### src/rtl/red_pitaya_product_sat_pipe.sv
// Multi-lane pipelined signed multiplier with selectable rounding, saturation
// and overflow accounting. Fixed latency of 3 cycles from valid_i to valid_o:
//   S1 registers factors, rounding mode and valid
//   S2 registers the full-width product per lane
//   S3 registers the rounded, saturated result and per-lane overflow
// Sticky flags and the shared event counter follow the S3 outputs.
module red_pitaya_product_sat_pipe #(
  parameter int CHANNELS = 2,
  parameter int BITS_IN1 = 14,
  parameter int BITS_IN2 = 16,
  parameter int BITS_OUT = 14,
  parameter int SHIFT    = 14,
  parameter int CNT_BITS = 16
) (
  input  logic                         clk_i,
  input  logic                         rst_i,
  input  logic                         valid_i,
  input  logic [CHANNELS*BITS_IN1-1:0] factor1_i,
  input  logic [CHANNELS*BITS_IN2-1:0] factor2_i,
  input  logic [1:0]                   round_i,
  input  logic                         clr_i,
  output logic [CHANNELS*BITS_OUT-1:0] product_o,
  output logic                         valid_o,
  output logic [CHANNELS-1:0]          ovf_o,
  output logic [CHANNELS-1:0]          sticky_o,
  output logic [CNT_BITS-1:0]          ovf_cnt_o
);

  localparam int PW = BITS_IN1 + BITS_IN2;   // full product width
  localparam int W  = PW + 1;                // rounding sum width, cannot wrap
  localparam int HW = W - SHIFT;             // width of sum >> SHIFT

  localparam logic [SHIFT-1:0]    HALF    = SHIFT'(1) << (SHIFT - 1);
  localparam logic [BITS_OUT-1:0] SAT_MAX = {1'b0, {(BITS_OUT-1){1'b1}}};
  localparam logic [BITS_OUT-1:0] SAT_MIN = {1'b1, {(BITS_OUT-1){1'b0}}};
  localparam logic [CNT_BITS-1:0] CNT_MAX = '1;

  // S1
  logic                         r_s1_valid;
  logic [CHANNELS*BITS_IN1-1:0] r_f1;
  logic [CHANNELS*BITS_IN2-1:0] r_f2;
  logic [1:0]                   r_s1_round;

  // S2
  logic                         r_s2_valid;
  logic [PW-1:0]                r_prod [CHANNELS];
  logic [1:0]                   r_s2_round;

  // S3 and accounting
  logic                         r_s3_valid;
  logic [CHANNELS*BITS_OUT-1:0] r_out;
  logic [CHANNELS-1:0]          r_ovf;
  logic [CHANNELS-1:0]          r_sticky;
  logic [CNT_BITS-1:0]          r_cnt;

  // Rounding / saturation datapath
  logic [SHIFT-1:0]             w_c     [CHANNELS];
  logic                         w_carry [CHANNELS];
  logic [HW-1:0]                w_hi    [CHANNELS];
  logic [CHANNELS-1:0]          w_ovf;
  logic [CHANNELS*BITS_OUT-1:0] w_res;
  logic [CNT_BITS-1:0]          w_cnt_base;
  logic [CNT_BITS-1:0]          w_cnt_next;

  // S1: capture factors and rounding mode together so the mode travels with the sample
  always_ff @(posedge clk_i or posedge rst_i) begin
    if (rst_i) begin
      r_s1_valid <= 1'b0;
      r_f1       <= '0;
      r_f2       <= '0;
      r_s1_round <= '0;
    end else begin
      r_s1_valid <= valid_i;
      if (valid_i) begin
        r_f1       <= factor1_i;
        r_f2       <= factor2_i;
        r_s1_round <= round_i;
      end
    end
  end

  // S2: full-precision signed product per lane
  always_ff @(posedge clk_i or posedge rst_i) begin
    if (rst_i) begin
      r_s2_valid <= 1'b0;
      r_s2_round <= '0;
      for (int k = 0; k < CHANNELS; k++) r_prod[k] <= '0;
    end else begin
      r_s2_valid <= r_s1_valid;
      if (r_s1_valid) begin
        r_s2_round <= r_s1_round;
        for (int k = 0; k < CHANNELS; k++)
          r_prod[k] <= PW'($signed(r_f1[k*BITS_IN1 +: BITS_IN1])) *
                       PW'($signed(r_f2[k*BITS_IN2 +: BITS_IN2]));
      end
    end
  end

  // Round and clamp. The W-bit sum (P + c) >> SHIFT is formed as the upper
  // product bits plus the carry out of the fraction, which is exact because
  // the rounding constant c never exceeds 2^(SHIFT-1).
  always_comb begin
    w_ovf = '0;
    w_res = '0;
    for (int k = 0; k < CHANNELS; k++) begin
      case (r_s2_round)
        2'b00:   w_c[k] = '0;
        2'b10:   w_c[k] = HALF - SHIFT'(1) + SHIFT'(r_prod[k][SHIFT]);
        default: w_c[k] = HALF;
      endcase
      w_carry[k] = ({1'b0, r_prod[k][SHIFT-1:0]} + {1'b0, w_c[k]}) >
                   {1'b0, {SHIFT{1'b1}}};
      w_hi[k] = {r_prod[k][PW-1], r_prod[k][PW-1:SHIFT]} + HW'(w_carry[k]);
      w_ovf[k] = !((&w_hi[k][HW-1:BITS_OUT-1]) || !(|w_hi[k][HW-1:BITS_OUT-1]));
      if (w_ovf[k])
        w_res[k*BITS_OUT +: BITS_OUT] = w_hi[k][HW-1] ? SAT_MIN : SAT_MAX;
      else
        w_res[k*BITS_OUT +: BITS_OUT] = w_hi[k][BITS_OUT-1:0];
    end
  end

  // S3: result holds between samples, overflow is a pulse aligned with valid
  always_ff @(posedge clk_i or posedge rst_i) begin
    if (rst_i) begin
      r_s3_valid <= 1'b0;
      r_out      <= '0;
      r_ovf      <= '0;
    end else begin
      r_s3_valid <= r_s2_valid;
      r_ovf      <= r_s2_valid ? w_ovf : '0;
      if (r_s2_valid) r_out <= w_res;
    end
  end

  // Counter next value: clear first, then a saturating increment on any-lane overflow
  always_comb begin
    w_cnt_base = clr_i ? '0 : r_cnt;
    w_cnt_next = w_cnt_base;
    if ((|r_ovf) && (w_cnt_base != CNT_MAX)) w_cnt_next = w_cnt_base + CNT_BITS'(1);
  end

  // Sticky flags and event counter; a coincident overflow wins over clear
  always_ff @(posedge clk_i or posedge rst_i) begin
    if (rst_i) begin
      r_sticky <= '0;
      r_cnt    <= '0;
    end else begin
      r_sticky <= (clr_i ? '0 : r_sticky) | r_ovf;
      r_cnt    <= w_cnt_next;
    end
  end

  assign product_o = r_out;
  assign valid_o   = r_s3_valid;
  assign ovf_o     = r_ovf;
  assign sticky_o  = r_sticky;
  assign ovf_cnt_o = r_cnt;

endmodule
### config.mk
export PLATFORM = sky130hd
export DESIGN_NAME = red_pitaya_product_sat_pipe
export DESIGN_NICKNAME = d
export VERILOG_FILES = /design/src/rtl/red_pitaya_product_sat_pipe.sv
export SDC_FILE = /design/constraint.sdc
export NUM_CORES = 2
export LEC_CHECK = 0
export BUFFER_PORTS_ARGS = -buffer_cell sky130_fd_sc_hd__buf_2
export CELL_PAD_IN_SITES_DETAIL_PLACEMENT = 2
export CELL_PAD_IN_SITES_GLOBAL_PLACEMENT = 2
export CORE_MARGIN = 2
export CORE_UTILIZATION = 42
export CTS_CLUSTER_DIAMETER = 60
export DETAILED_ROUTE_END_ITERATION = 10
export HOLD_SLACK_MARGIN = 0.05
export PLACE_DENSITY_LB_ADDON = 0.1
export SLEW_MARGIN = 20
export SYNTH_ARGS = -nofsm -noshare
export SYNTH_HDL_FRONTEND = slang
export SYNTH_SLANG_ARGS = --single-unit
### constraint.sdc
create_clock -name clk_i -period 7.55 [get_ports clk_i]
set_input_delay 1.51 -clock clk_i [delete_from_list [all_inputs] [get_ports clk_i]]
set_output_delay 1.51 -clock clk_i [all_outputs]
set_load 0.02 [all_outputs]
==> impl_metrics.env <==
export IMPL_cts_hold_buf=0
export IMPL_fin_crit_ns=6.74
export IMPL_io_pins=115
export IMPL_grtUsageTotal_pct=25.5
export IMPL_crit_start="r_f1[16]"
export IMPL_row_count=89
export IMPL_start_kind="flip-flop"
export IMPL_fill_cells=6302
export IMPL_maxSlewHeadroom_pct=34.3
export IMPL_drive_gt1_share_pct=11.3
export IMPL_grt_pass1_wl_mm=118
export IMPL_synth_edf_count=0
export IMPL_synth_top_cells_by_count="inv_1 (539), fa_1 (440), nand2_1 (250), and2_1 (237), dfrtp_1 (175)"
export IMPL_grt_ovfl_total=0
export IMPL_critPathCaptureType="flip-flop"
export IMPL_max_freq_mhz=148
export IMPL_io_buffers=114
export IMPL_syn2layout_area_growth_pct=7.97
export IMPL_cts_tree="built"
export IMPL_grt_max_degree=118
export IMPL_setup_viol=0
export IMPL_coreArea_um2=58800
export IMPL_cts_buffers=17
export IMPL_synth_top_area_share_pct=35.4
export IMPL_routabilityCongestion=0.838
export IMPL_period_share_pct=89.2
export IMPL_dpl_hpwl_mm=59.7
export IMPL_dieArea_um2=61100
export IMPL_synthArstFlopShare_pct=100
export IMPL_synth_fp_nets=3225
export IMPL_final_antenna_net_count=0
export IMPL_status="finished, final reports clean"
export IMPL_rsz0062_at_grt="false"
export IMPL_clk_pin_slew_ns=0.09
export IMPL_clock_sinks=175
export IMPL_yosysUniqueCellTypes=80
export IMPL_wl_per_cell_um=21.4
export IMPL_die_width_um=247
export IMPL_path_class="reg -> reg"
export IMPL_cap_viol_max_count=0
export IMPL_crit_top_cell="fa_1"
export IMPL_initial_core_util_pct=42.3
export IMPL_postCtsSetupBuffers=0
export IMPL_hold_viol_final=0
export IMPL_netlist_area_um2=24900
export IMPL_grt_pass1_vias=21100
export IMPL_antenna_found_initial=0
export IMPL_seq_area_frac_synth_pct=17.6
export IMPL_viasPerCell=5.13
export IMPL_synth_most_common_cell="inv_1"
export IMPL_htreeDepth=4
export IMPL_avgSynthCellArea_um2=9.76
export IMPL_worstPathCellList="nand2_1 > fa_1 > fa_1 > inv_1 > fa_1 > fa_1 > fa_1 > inv_1 > fa_1 > inv_1 > ha_1 > a211oi_1 > o21ai_0 > a31oi_2 > nor2_1 > o31a_1 > o21a_1 > o31ai_1"
export IMPL_fin_nets=3287
export IMPL_reg2regPathDepth=18
export IMPL_cts_root_buf="clkbuf_16"
export IMPL_dr_pass1_iters=4
export IMPL_worstPathArrival_ns=7.13
export IMPL_r2r_end="r_prod[28]"
export IMPL_seqCellArea_um2=4380
export IMPL_clk_path_buf_depth=2
export IMPL_synth_top_cell_by_area="fa_1"
export IMPL_clock_latency_ns=0.51
export IMPL_vias=17400
export IMPL_synth_area_top_cells="fa_1 (35%), dfrtp_1 (18%), ha_1 (8.7%)"
export IMPL_drtIter0Drc=586
export IMPL_crit_path_max_incr_delay_ns=0.83
export IMPL_multi_input_area_um2=18100
export IMPL_ys_warn_count=0
export IMPL_fin_skew_ns=0.0211
export IMPL_die_h_um=247
export IMPL_cp_data_required_time_ns=7.94
export IMPL_finalWirelength_mm=72.7
export IMPL_hold_class="reg -> reg"
export IMPL_cts_resized=0
export IMPL_endpoint="r_prod[28]"
export IMPL_maxSlewViolCount=0
export IMPL_synth_cells=2546
export IMPL_finalSetupTns_ns=0
export IMPL_drc=0
export IMPL_rrSetupSlack_ns=0.81
export IMPL_tightest_slew_ns=0.986
export IMPL_ys_dominant_reg_cell="dfrtp_1"
export IMPL_ys_ff_latch=175
export IMPL_regToRegStartpoint="r_f1[16]"
export IMPL_cp_slowest_cell="fa_1"
export IMPL_path_max_fanout=17
[cell usage in the layout (no fill, tap or decap), types with 10 or more instances in the layout]
| cell | Yosys | layout |
|---|---|---|
| xnor2_1 | 71 | 71 |
| clkbuf_16 | 0 | 17 |
| a211oi_1 | 15 | 15 |
| nor2_1 | 85 | 85 |
| o21ai_0 | 49 | 49 |
| mux2_2 | 101 | 101 |
| fa_1 | 440 | 440 |
| and3_1 | 16 | 16 |
| buf_4 | 1 | 21 |
| dfrtp_1 | 175 | 174 |
| o21a_1 | 17 | 17 |
| ha_1 | 173 | 173 |
| buf_2 | 4 | 113 |
| inv_1 | 539 | 538 |
| a21oi_1 | 67 | 67 |
| nand3_1 | 25 | 25 |
| nand2_1 | 250 | 250 |
| a21o_1 | 17 | 17 |
| xor2_1 | 27 | 27 |
| nand2b_1 | 15 | 15 |
| nor2b_1 | 13 | 13 |
| nor3_1 | 10 | 10 |
| and2_1 | 237 | 237 |
[state kept, by name, indices dropped and copies added (netlist names), 16 cells and up]
name and flops:
ovf_cnt_o 16, product_o 28, r_f2 32, r_f1 28, r_prod 60
[cells by family (layout without fill, tap and decap cells)]
family | Yosys count | count (layout) | synth area share (%)
xor+xnor | 98 | 98 | 3.45
simple gates | 684 | 684 | 13.8
flops | 175 | 175 | 17.6
other cells | 0 | 1 | 0
fa+ha+maj | 613 | 613 | 44.2
compound gates | 243 | 243 | 6.75
mux | 102 | 102 | 4.62
buf+inv | 631 | 706 | 9.60
[critical path: cells and delay by family, from the launching register on]
family	cells	cell delay [ns]
compound gates	6	1.41
flops	1	0.72
buf+inv	3	0.32
simple gates	2	0.35
fa+ha+maj	7	3.82
[per-layer routing]
metal	track usage, %	up-vias	part of all wire (%)
met5	0	-	0
met4	8.19	0	2.8
met3	2.65	91	1.7
met2	49.9	192	56
met1	28.5	9245	39
li1	-	7897	-
[cell type report]
cell class,instances,share of cell area (%)
clock buffer,17,1.59
antenna,1,0.00933
sequential,175,16.3
inverter,540,7.58
multi-input combinational,1740,67.4
timing repair buffer,134,2.70
tap,773,3.60
clock inverter,15,0.788
[worst min path at each step]
stage / start / endpoint / cells past startpoint
finish: sticky_o[1] / sticky_o[1] / 1
global route: sticky_o[0] / sticky_o[0] / 1
CTS: sticky_o[1] / sticky_o[1] / 1
detailed placement: sticky_o[1] / sticky_o[1] / 1
global placement: sticky_o[1] / sticky_o[1] / 1
floorplan: r_s2_valid / valid_o / 0
[through the flow]
| step | std cells | setup WS [ns] | hold WS, ns | cell area [µm²] | utilization (%) |
|---|---|---|---|---|---|
| after CTS | 3394 | 0.761 | 0.496 | 26800 | 45.6 |
| after detailed placement | 3362 | 0.839 | 0.476 | 26200 | 44.5 |
| after global placement | 3362 | 1.05 | 0.465 | 26200 | 44.5 |
| final | 3395 | 0.812 | 0.499 | 26800 | 45.6 |
| after floorplan | 2546 | 1.29 | 0.403 | 24900 | - |
| after global routing | 3394 | 0.354 | 0.529 | 26800 | 45.6 |
Power is not shown: default switching activity piles up to over one toggle a cycle in this logic, so the estimate is an artifact.
